## src/rtl/keypad_scanner_pkg.sv

```systemverilog
// rtl/keypad_scanner_pkg.sv - shared types, key map and helpers for the keypad scanner
package keypad_pkg;

  typedef enum logic [1:0] {
    ST_SCAN       = 2'd0,
    ST_PRESS_DB   = 2'd1,
    ST_HELD       = 2'd2,
    ST_RELEASE_DB = 2'd3
  } kp_state_e;

  // First column driven low after reset; rotation walks the zero upward.
  localparam logic [3:0] COL_RESET = 4'b1110;

  // Hex code of each key, indexed by {row, col}.
  localparam logic [3:0] KEY_MAP [16] = '{
    4'h1, 4'h2, 4'h3, 4'hA,
    4'h4, 4'h5, 4'h6, 4'hB,
    4'h7, 4'h8, 4'h9, 4'hC,
    4'h0, 4'hF, 4'hE, 4'hD
  };

  // Lowest-numbered low row wins when several rows are pulled down.
  function automatic logic [1:0] low_row(input logic [3:0] rows);
    logic [1:0] r;
    r = 2'd0;
    for (int i = 3; i >= 0; i--) begin
      if (!rows[i]) r = 2'(i);
    end
    return r;
  endfunction

  // Position of the single zero in a one-cold column pattern.
  function automatic logic [1:0] col_index(input logic [3:0] cols);
    logic [1:0] c;
    c = 2'd0;
    for (int i = 3; i >= 0; i--) begin
      if (!cols[i]) c = 2'(i);
    end
    return c;
  endfunction

endpackage

```

## src/rtl/keypad_scanner_if.sv

```systemverilog
// rtl/keypad_scanner_if.sv - keypad matrix and digit display signal bundle
interface keypad_scanner_if;
  logic       clr;
  logic [3:0] Row;
  logic [3:0] Col;
  logic [3:0] key;
  logic       key_valid;
  logic [3:0] Dig0;
  logic [3:0] Dig1;
  logic [3:0] Dig2;
  logic [3:0] Dig3;

  // Scanner side: senses rows, drives columns, key and digits.
  modport master (
    input  clr, Row,
    output Col, key, key_valid, Dig0, Dig1, Dig2, Dig3
  );

  // Keypad / display side.
  modport slave (
    output clr, Row,
    input  Col, key, key_valid, Dig0, Dig1, Dig2, Dig3
  );
endinterface

```

## src/rtl/keypad_scanner_scan_tick.sv

```systemverilog
// rtl/keypad_scanner_scan_tick.sv - column dwell divider producing a one-cycle tick
module scan_tick #(
  parameter int SCAN_DIV = 50000
) (
  input  logic clk,
  input  logic rst_n,
  output logic tick_o
);

  localparam int CW = (SCAN_DIV < 2) ? 1 : $clog2(SCAN_DIV);
  localparam logic [CW-1:0] LAST = CW'(SCAN_DIV - 1);

  logic [CW-1:0] cnt_q;
  logic [CW-1:0] cnt_d;

  // Free-running 0..SCAN_DIV-1 counter.
  always_comb begin
    cnt_d = cnt_q + CW'(1);
    if (cnt_q == LAST) cnt_d = '0;
  end

  // Counter register.
  always_ff @(posedge clk or negedge rst_n) begin
    if (!rst_n) cnt_q <= '0;
    else        cnt_q <= cnt_d;
  end

  assign tick_o = (cnt_q == LAST);

endmodule

```

## src/rtl/keypad_scanner.sv

```systemverilog
// rtl/keypad_scanner.sv - 4x4 keypad scan, debounce and 4-digit shift register
module keypad_scanner
  import keypad_pkg::*;
#(
  parameter int SCAN_DIV       = 50000,
  parameter int DEBOUNCE_TICKS = 8
) (
  input  logic            clk,
  input  logic            reset,
  keypad_scanner_if.master kp
);

  localparam int CW = (DEBOUNCE_TICKS < 2) ? 1 : $clog2(DEBOUNCE_TICKS + 1);
  localparam logic [CW-1:0] DB_LAST = CW'(DEBOUNCE_TICKS);
  localparam bit DB_ONE = (DEBOUNCE_TICKS == 1);

  logic            tick;
  logic [3:0]      row_meta_q;
  logic [3:0]      rs_q;
  kp_state_e       state_q, state_d;
  logic [3:0]      col_q, col_d;
  logic [1:0]      lat_row_q, lat_row_d;
  logic [1:0]      lat_col_q, lat_col_d;
  logic [CW-1:0]   cnt_q, cnt_d;
  logic [3:0]      key_q, key_d;
  logic            key_valid_q, key_valid_d;
  logic [3:0][3:0] dig_q, dig_d;

  logic            rows_idle;
  logic [CW-1:0]   cnt_inc;
  logic            accept;

  scan_tick #(.SCAN_DIV(SCAN_DIV)) u_scan_tick (
    .clk    (clk),
    .rst_n  (reset),
    .tick_o (tick)
  );

  // Two-flop synchronizer on the asynchronous row inputs; idle is all ones.
  always_ff @(posedge clk or negedge reset) begin
    if (!reset) begin
      row_meta_q <= 4'b1111;
      rs_q       <= 4'b1111;
    end else begin
      row_meta_q <= kp.Row;
      rs_q       <= row_meta_q;
    end
  end

  // Next-state logic: scan rotation, press/release debounce, key acceptance.
  always_comb begin
    state_d     = state_q;
    col_d       = col_q;
    lat_row_d   = lat_row_q;
    lat_col_d   = lat_col_q;
    cnt_d       = cnt_q;
    key_d       = key_q;
    key_valid_d = 1'b0;
    dig_d       = dig_q;
    accept      = 1'b0;
    rows_idle   = &rs_q;
    cnt_inc     = cnt_q + CW'(1);

    if (tick) begin
      unique case (state_q)
        ST_SCAN: begin
          if (rows_idle) begin
            col_d = {col_q[2:0], col_q[3]};
          end else begin
            // Column stays frozen on the key's column from here on.
            lat_row_d = low_row(rs_q);
            lat_col_d = col_index(col_q);
            cnt_d     = CW'(1);
            if (DB_ONE) begin
              accept  = 1'b1;
              state_d = ST_HELD;
            end else begin
              state_d = ST_PRESS_DB;
            end
          end
        end
        ST_PRESS_DB: begin
          if (!rs_q[lat_row_q]) begin
            cnt_d = cnt_inc;
            if (cnt_inc == DB_LAST) begin
              accept  = 1'b1;
              state_d = ST_HELD;
            end
          end else begin
            cnt_d   = '0;
            state_d = ST_SCAN;
          end
        end
        ST_HELD: begin
          if (rows_idle) begin
            cnt_d   = CW'(1);
            state_d = DB_ONE ? ST_SCAN : ST_RELEASE_DB;
          end
        end
        ST_RELEASE_DB: begin
          if (rows_idle) begin
            cnt_d = cnt_inc;
            if (cnt_inc == DB_LAST) state_d = ST_SCAN;
          end else begin
            state_d = ST_HELD;
          end
        end
        default: state_d = ST_SCAN;
      endcase
    end

    if (accept) begin
      key_valid_d = 1'b1;
      key_d       = KEY_MAP[{lat_row_d, lat_col_d}];
      dig_d       = {dig_q[2:0], KEY_MAP[{lat_row_d, lat_col_d}]};
    end

    // Clear wins over a same-cycle shift; key and strobe still update.
    if (kp.clr) dig_d = '0;
  end

  // State and datapath registers.
  always_ff @(posedge clk or negedge reset) begin
    if (!reset) begin
      state_q     <= ST_SCAN;
      col_q       <= COL_RESET;
      lat_row_q   <= 2'd0;
      lat_col_q   <= 2'd0;
      cnt_q       <= '0;
      key_q       <= 4'h0;
      key_valid_q <= 1'b0;
      dig_q       <= '0;
    end else begin
      state_q     <= state_d;
      col_q       <= col_d;
      lat_row_q   <= lat_row_d;
      lat_col_q   <= lat_col_d;
      cnt_q       <= cnt_d;
      key_q       <= key_d;
      key_valid_q <= key_valid_d;
      dig_q       <= dig_d;
    end
  end

  assign kp.Col       = col_q;
  assign kp.key       = key_q;
  assign kp.key_valid = key_valid_q;
  assign kp.Dig0      = dig_q[0];
  assign kp.Dig1      = dig_q[1];
  assign kp.Dig2      = dig_q[2];
  assign kp.Dig3      = dig_q[3];

endmodule

```

## src/flat_wrapper.sv

```systemverilog
// flat-port wrapper written by rule: the top's interface ports become plain ports
module keypad_scanner_flat import keypad_pkg::*;
#(
  parameter int SCAN_DIV       = 50000,
  parameter int DEBOUNCE_TICKS = 8
)
  (clk, reset, kp_clr, kp_Row, kp_Col, kp_key, kp_key_valid, kp_Dig0, kp_Dig1, kp_Dig2, kp_Dig3);
  keypad_scanner_if kp_i ();
  input  logic clk;
  input  logic reset;
  input wire logic [$bits(kp_i.clr)-1:0] kp_clr;
  input wire logic [$bits(kp_i.Row)-1:0] kp_Row;
  output wire logic [$bits(kp_i.Col)-1:0] kp_Col;
  output wire logic [$bits(kp_i.key)-1:0] kp_key;
  output wire logic [$bits(kp_i.key_valid)-1:0] kp_key_valid;
  output wire logic [$bits(kp_i.Dig0)-1:0] kp_Dig0;
  output wire logic [$bits(kp_i.Dig1)-1:0] kp_Dig1;
  output wire logic [$bits(kp_i.Dig2)-1:0] kp_Dig2;
  output wire logic [$bits(kp_i.Dig3)-1:0] kp_Dig3;
  assign kp_i.clr = kp_clr;
  assign kp_i.Row = kp_Row;
  assign kp_Col = kp_i.Col;
  assign kp_key = kp_i.key;
  assign kp_key_valid = kp_i.key_valid;
  assign kp_Dig0 = kp_i.Dig0;
  assign kp_Dig1 = kp_i.Dig1;
  assign kp_Dig2 = kp_i.Dig2;
  assign kp_Dig3 = kp_i.Dig3;
  keypad_scanner #(.SCAN_DIV(SCAN_DIV), .DEBOUNCE_TICKS(DEBOUNCE_TICKS)) u_core (.clk(clk), .reset(reset), .kp(kp_i));
endmodule
```

## config.mk

```make
export PLATFORM = sky130hd
export DESIGN_NAME = keypad_scanner_flat
export DESIGN_NICKNAME = d
export VERILOG_FILES = /design/src/rtl/keypad_scanner_pkg.sv /design/src/rtl/keypad_scanner_if.sv /design/src/rtl/keypad_scanner_scan_tick.sv /design/src/rtl/keypad_scanner.sv /design/src/flat_wrapper.sv
export SDC_FILE = /design/constraint.sdc
export NUM_CORES = 1
export LEC_CHECK = 0
export ABC_AREA = 1
export CORE_UTILIZATION = 56
export DETAILED_ROUTE_END_ITERATION = 7
export PLACE_DENSITY = 0.86
export SYNTH_ARGS = -nofsm -noshare
export SYNTH_HDL_FRONTEND = slang
export SYNTH_HIERARCHICAL = 1
export SYNTH_SLANG_ARGS = --single-unit
```

## constraint.sdc

```tcl
create_clock -name clk -period 2.73 [get_ports clk]
set_input_delay 0.273 -clock clk [delete_from_list [all_inputs] [get_ports clk]]
set_output_delay 0.273 -clock clk [all_outputs]
set_load 0.01 [all_outputs]
```

==> results of run 1 <==
==> metal layers <==
layer / up-vias / routed length (µm)
li1: 1155 / -
met1: 1090 / 2480
met2: 53 / 3020
met3: 8 / 253
met4: 0 / 78
met5: - / 0
==> Yosys cell counts (8+ instances only) <==
master	count
xor2_1	8
dfstp_2	11
nor2_1	29
nand3_1	33
a21oi_1	9
o21ai_0	13
dfrtp_1	48
inv_1	41
nand2_1	103
==> kinds of logic after synthesis <==
| kind of cell | Yosys count | synth area share |
|---|---|---|
| simple gates | 184 | 0.286 |
| flops | 59 | 0.522 |
| buf+inv | 52 | 0.0732 |
| compound gates | 32 | 0.0632 |
| xor+xnor | 8 | 0.0246 |
| fa+ha+maj | 6 | 0.0263 |
| mux | 1 | 0.00395 |
==> power by group through the flow <==
stage | combinational (mW) | clock (mW) | sequential, mW
after floorplan | 0.0115 | 0 | 0.903
after global placement | 0.0392 | 0 | 0.903
after detailed placement | 0.0405 | 0 | 0.904
after CTS | 0.0417 | 0.708 | 0.888
after global routing | 0.0463 | 0.751 | 0.888
final | 0.0402 | 0.691 | 0.888
==> worst register-to-register path: stages, from the launching register on <==
cell and delay [ns]:
dfrtp_1 0.39, ha_2 0.22, nand3_2 0.14, nor2_2 0.14, nand2_2 0.11, inv_4 0.10
inv_2 0.06, nor2_4 0.16, nand2_4 0.10, nand2_1 0.12, o21ai_4 0.08, inv_1 0.08
ha_1 0.23, inv_1 0.08, nand3_1 0.08, nand3_1 0.09, nand2_1 0.07, nand3_1 0.06
nand2_1 0.05
==> how the worst max path moves through the flow <==
stage / cells past startpoint / end / from
after CTS: 17 / u_core/kp.Dig0[1] / u_core/u_scan_tick/cnt_q[0]
final: 18 / u_core/kp.Dig0[1] / u_core/u_scan_tick/cnt_q[0]
after global placement: 17 / u_core/kp.Dig0[1] / u_core/u_scan_tick/cnt_q[0]
after detailed placement: 17 / u_core/kp.Dig0[1] / u_core/u_scan_tick/cnt_q[0]
after floorplan: 17 / u_core/kp.Dig0[1] / u_core/u_scan_tick/cnt_q[0]
after global routing: 18 / u_core/kp.Dig0[1] / u_core/u_scan_tick/cnt_q[0]
==> registers in the layout (all words and copies together), names as in the netlist, 4 cells and up <==
register,flops
u_core/u_scan_tick/cnt_q,16
u_core/cnt_q,4
u_core/kp.Col,4
u_core/kp.Dig0,4
u_core/kp.Dig1,4
u_core/kp.Dig2,4
u_core/kp.Dig3,4
u_core/kp.key,4
u_core/row_meta_q,4
u_core/rs_q,4
==> final cells by class <==
| cell class | instances | area, µm² |
|---|---|---|
| Inverter | 48 | 183 |
| Timing Repair Buffer | 36 | 345 |
| Multi-Input combinational cell | 231 | 1160 |
| Fill cell | 374 | 1390 |
| Tap cell | 67 | 83.8 |
| Sequential cell | 59 | 1490 |
| Clock buffer | 16 | 170 |
==> timing repair <==
| action | in CTS | in global routing |
|---|---|---|
| buffers inserted | 0 | 2 |
| endpoints found under the hold margin | 11 | 0 |
| resized for setup | 0 | 3 |
| hold buffers | 1 | 0 |
| endpoints found under the setup margin | 0 | 3 |
==> metrics by stage <==
step                setup TNS, ns  total power, mW  utilization  std cells
floorplan                       0            0.914            -        342
global placement                0            0.942        0.670        438
detailed placement              0            0.944        0.670        438
CTS                             0             1.64        0.708        455
global route              -0.0167             1.69        0.712        457
finish                          0             1.62        0.712        457
==> flow_metrics.py, run 1 <==
metrics = {
    "cts": {
        "cts_made_buffers": 9,
        "clock-sinks": 59,
        "htree_levels": 3,
        "cts_tree": "done",
        "clk_latency_ns": 0.34,
        "cts_buffer_depth": 2,
        "root_buffer": "clkbuf_8",
        "clk_pin_slew_ns": 0.06,
    },
    "detailed_routing": {
        "viasPerCell": 5.05,
        "drc": 0,
        "dr.pass1.iters": 5,
        "routed_wirelength_mm": 5.84,
        "routedWlPerCell_um": 12.8,
        "ant_nets": 0,
        "vias": 2306,
        "drtIter0Drc": 131,
    },
    "pwr": {
        "cellLeakagePower_nw": 1.73,
        "p_sw_frac": 0.211,
        "p_seq_frac": 0.549,
        "clock_power_share": 0.427,
        "combPwrFrac": 0.025,
        "p_int_mw": 1.28,
        "power_density_nw_per_um2": 472,
        "p_sw_mw": 0.341,
        "ir_drop_v": 0.000392,
    },
    "setup_path": {
        "crit_type": "flop to flop",
        "critPathTopFamily": "simple AND/OR/NAND/NOR gates",
        "endpoint_kind": "flop",
        "required_ns": 2.95,
        "critPathArrivalTime_ns": 2.71,
        "path_buf_inv": 4,
        "critPathMaxFanout": 7,
        "slowest_stage": "dfrtp_1",
        "cp_cell_sequence": "ha_2, nand3_2, nor2_2, nand2_2, inv_4, inv_2, nor2_4, nand2_4, nand2_1, o21ai_4, inv_1, ha_1, inv_1, nand3_1, nand3_1, nand2_1, nand3_1, nand2_1",
        "r2r.worst_path.cells": 18,
        "cp-start-kind": "flop",
        "r2r-end": "u_core/kp.Dig0[1]",
        "cp_slowest_stage_delay_ns": 0.39,
        "r2r_start": "u_core/u_scan_tick/cnt_q[0]",
        "r2r_setup_slack_ns": 0.24,
    },
    "yosys": {
        "synth_edf_count": 0,
        "ys.warnings.count": 6,
        "synth_area_leaders": "dfrtp_1 42%, nand2_1 14%, dfstp_2 10%, nand3_1 5.8%, inv_1 5.4%",
        "synthCells": 342,
        "syn_avg_cell_area_um2": 8.34,
        "synth_seq_cells": 59,
        "synth_cell_types": 30,
        "synth_top_area_cell": "dfrtp_1",
        "synth_ff_type": "dfrtp_1",
        "synth_top_area_share": 0.421,
        "synth_fp_nets": 355,
        "synthArstFlopShare": 1.00,
        "ys_seq_area_frac": 0.522,
        "netlist_area_um2": 2850,
    },
    "global_routing": {
        "grtUsageMet3": 0.0562,
        "grt_util_met1": 0.305,
        "grt.total_usage": 0.249,
        "top_usage_layer": "met2",
        "antenna_found_initial": 0,
        "overflow": 0,
        "grt_first_pass_wirelength_mm": 9.98,
        "grt_pass1_vias": 2277,
        "grt_max_degree": 38,
        "met2_usage": 0.421,
    },
    "timing": {
        "setup_ws_ns": 0.238,
        "period_share": 0.913,
        "slew_headroom": 0.518,
        "fin_crit_ns": 2.49,
        "worst_pin_slew_ns": 0.721,
        "max_freq_mhz": 401,
        "hold_viol": 0,
        "drv_slew": 0,
        "clock_skew_ns": 0.0150,
        "finalSetupViolCount": 0,
        "fin_hold_ws_ns": 0.351,
    },
    "placement": {
        "place_ws_ns": 0.162,
        "routabilityCongestion": 0.877,
        "io_buffers": 31,
        "dpl-instance-area_um2": 3230,
        "hpwl_mm": 4.16,
    },
    "floorplanning": {
        "core_um2": 4820,
        "io_pins": 32,
        "die-area_um2": 5380,
        "initial_core_util": 0.592,
        "die_x_um": 73.4,
        "fp.dieH_um": 73.4,
        "rows": 25,
    },
    "status": {
        "status": "finished, final reports clean",
    },
    "worst_hold_path": {
        "whs_path_depth": 0,
        "hold_path_end": "u_core/rs_q[1]",
        "hp-class": "flop to flop",
        "worstHoldStart": "u_core/row_meta_q[1]",
    },
    "job": {
        "maxCapViolCount": 0,
    },
    "finish": {
        "drive_above_1_share": 0.133,
        "layout_commonest_cell": "nand2_1",
        "diodes": 0,
        "fin_nets": 398,
        "layout_common_cells": "103 x nand2_1, 48 x dfrtp_1, 41 x inv_1",
        "syn_to_final_growth_pct": 20.3,
        "stdcell_area_um2": 3430,
    },
}
Power figures use the tool's default switching activity.
==> run 2, diff against run 1 <==
- CAP_MARGIN: default -> 20
- CTS_CLUSTER_SIZE: default -> 28
- SKIP_CTS_REPAIR_TIMING: default -> 1
==> run 2 against run 1 <==
Net effect: register-to-register slack about the same; clock skew down 0.00079 ns; global-route usage unchanged; sequential cell count unchanged; non-clock buffer count unchanged; worst hold slack about the same; cell count unchanged.
==> flow_metrics.py, run 2 (synthesis gave the netlist of run 1 again) <==
metrics = {
    "status": {
        "status": "finished, final reports clean",
    },
    "floorplanning": {
        "rows": 25,
        "die_x_um": 73.4,
        "core_um2": 4820,
        "initial_core_util": 0.592,
        "fp.dieH_um": 73.4,
        "io_pins": 32,
        "die-area_um2": 5380,
    },
    "timing": {
        "max_freq_mhz": 401,
        "hold_viol": 0,
        "clock_skew_ns": 0.0142,
        "period_share": 0.913,
        "finalSetupViolCount": 0,
        "drv_slew": 0,
        "fin_crit_ns": 2.49,
        "slew_headroom": 0.516,
        "worst_pin_slew_ns": 0.724,
        "finalSetupTns_ns": 0,
    },
    "global_routing": {
        "overflow": 0,
        "grt_pass1_vias": 2277,
        "grt_first_pass_wirelength_mm": 9.98,
        "grt.total_usage": 0.249,
        "antenna_found_initial": 0,
        "grt_max_degree": 38,
    },
    "finish": {
        "regArea_um2": 1490,
        "layout_common_cells": "103 x nand2_1, 48 x dfrtp_1, 41 x inv_1",
        "fin_nets": 398,
        "top_register": "u_core/u_scan_tick/cnt_q",
        "layout_commonest_cell": "nand2_1",
        "multi_input_area_um2": 1160,
        "drive_above_1_share": 0.133,
        "syn_to_final_growth_pct": 20.3,
        "final_core_utilization": 0.712,
        "final.fill_count": 374,
        "diodes": 0,
        "largest_reg_flops": 16,
    },
    "job": {
        "maxCapViolCount": 0,
    },
    "detailed_routing": {
        "routedWlPerCell_um": 12.7,
        "routed_wirelength_mm": 5.80,
        "drtIter0Drc": 163,
        "drc": 0,
        "viasPerCell": 5.12,
        "vias": 2341,
        "dr.pass1.iters": 4,
        "ant_nets": 0,
    },
    "setup_path": {
        "critPathArrivalTime_ns": 2.71,
        "required_ns": 2.95,
        "critPathMaxFanout": 7,
        "cp-start-kind": "flop",
        "crit_type": "flop to flop",
        "endpoint_kind": "flop",
    },
    "pwr": {
        "power_density_nw_per_um2": 472,
        "cellLeakagePower_nw": 1.73,
        "finalPower_mw": 1.62,
        "ir_drop_v": 0.000393,
    },
    "cts": {
        "cts_made_buffers": 9,
        "clock-sinks": 59,
        "clk_pin_slew_ns": 0.06,
        "clk_latency_ns": 0.34,
        "root_buffer": "clkbuf_8",
        "htree_levels": 3,
        "cts_buffer_depth": 2,
        "cts_tree": "done",
    },
    "placement": {
        "hpwl_mm": 4.16,
        "routabilityCongestion": 0.877,
        "io_buffers": 31,
    },
    "worst_hold_path": {
        "hp-class": "flop to flop",
    },
}
[run 2: worst paths after layout]
kind | slack (ns) | end | startpoint | cells after the start
max | 0.24 | u_core/kp.Dig0[1] | u_core/u_scan_tick/cnt_q[0] | 18
min | 0.35 | u_core/rs_q[1] | u_core/row_meta_q[1] | 0
max reg2reg | 0.24 | u_core/kp.Dig0[1] | u_core/u_scan_tick/cnt_q[0] | 18
min reg2reg | 0.35 | u_core/rs_q[1] | u_core/row_meta_q[1] | 0
max in group asynchronous | 1.42 | u_core/kp.key[0] | reset | 3
min in group asynchronous | 0.46 | u_core/state_q[1] | reset | 2
[run 2: routing by layer]
metal  routed length [µm]  track usage
met1                 2480        0.305
met2                 3010        0.421
met3                  218       0.0562
met4                   88        0.118
met5                    0            0
[run 2: through the flow]
| step | area [µm²] | hold slack (ns) | setup WS (ns) | instances |
|---|---|---|---|---|
| finish | 3430 | 0.350 | 0.236 | 457 |
| global route | 3430 | 0.344 | -0.0167 | 457 |
| CTS | 3400 | -0.0949 | 0.129 | 454 |
| detailed placement | 3230 | 0.267 | 0.162 | 438 |
| global placement | 3230 | 0.267 | 0.245 | 438 |
| floorplan | 2850 | -0.0226 | 0.385 | 342 |
[run 2: area by class of cell]
cell class	instances	area share
multi-input combinational	231	0.338
clock buffer	16	0.0496
tap	67	0.0244
inverter	48	0.0532
sequential	59	0.434
timing repair buffer	36	0.101
[run 2: where the power goes]
part / total, mW / switching, mW / leakage (nW) / internal, mW
combinational: 0.0402 / 0.0289 / 0.871 / 0.0113
sequential: 0.888 / 0.00258 / 0.772 / 0.886
clock: 0.691 / 0.310 / 0.0850 / 0.381
total: 1.62 / 0.341 / 1.73 / 1.28
[run 2: critical path, cell delays in order, from the launching register on]
cell and delay [ns]:
dfrtp_1 0.40, ha_2 0.22, nand3_2 0.14, nor2_2 0.14
nand2_2 0.11, inv_4 0.10, inv_2 0.06, nor2_4 0.16
nand2_4 0.10, nand2_1 0.12, o21ai_4 0.08, inv_1 0.08
ha_1 0.23, inv_1 0.08, nand3_1 0.08, nand3_1 0.09
nand2_1 0.07, nand3_1 0.06, nand2_1 0.06
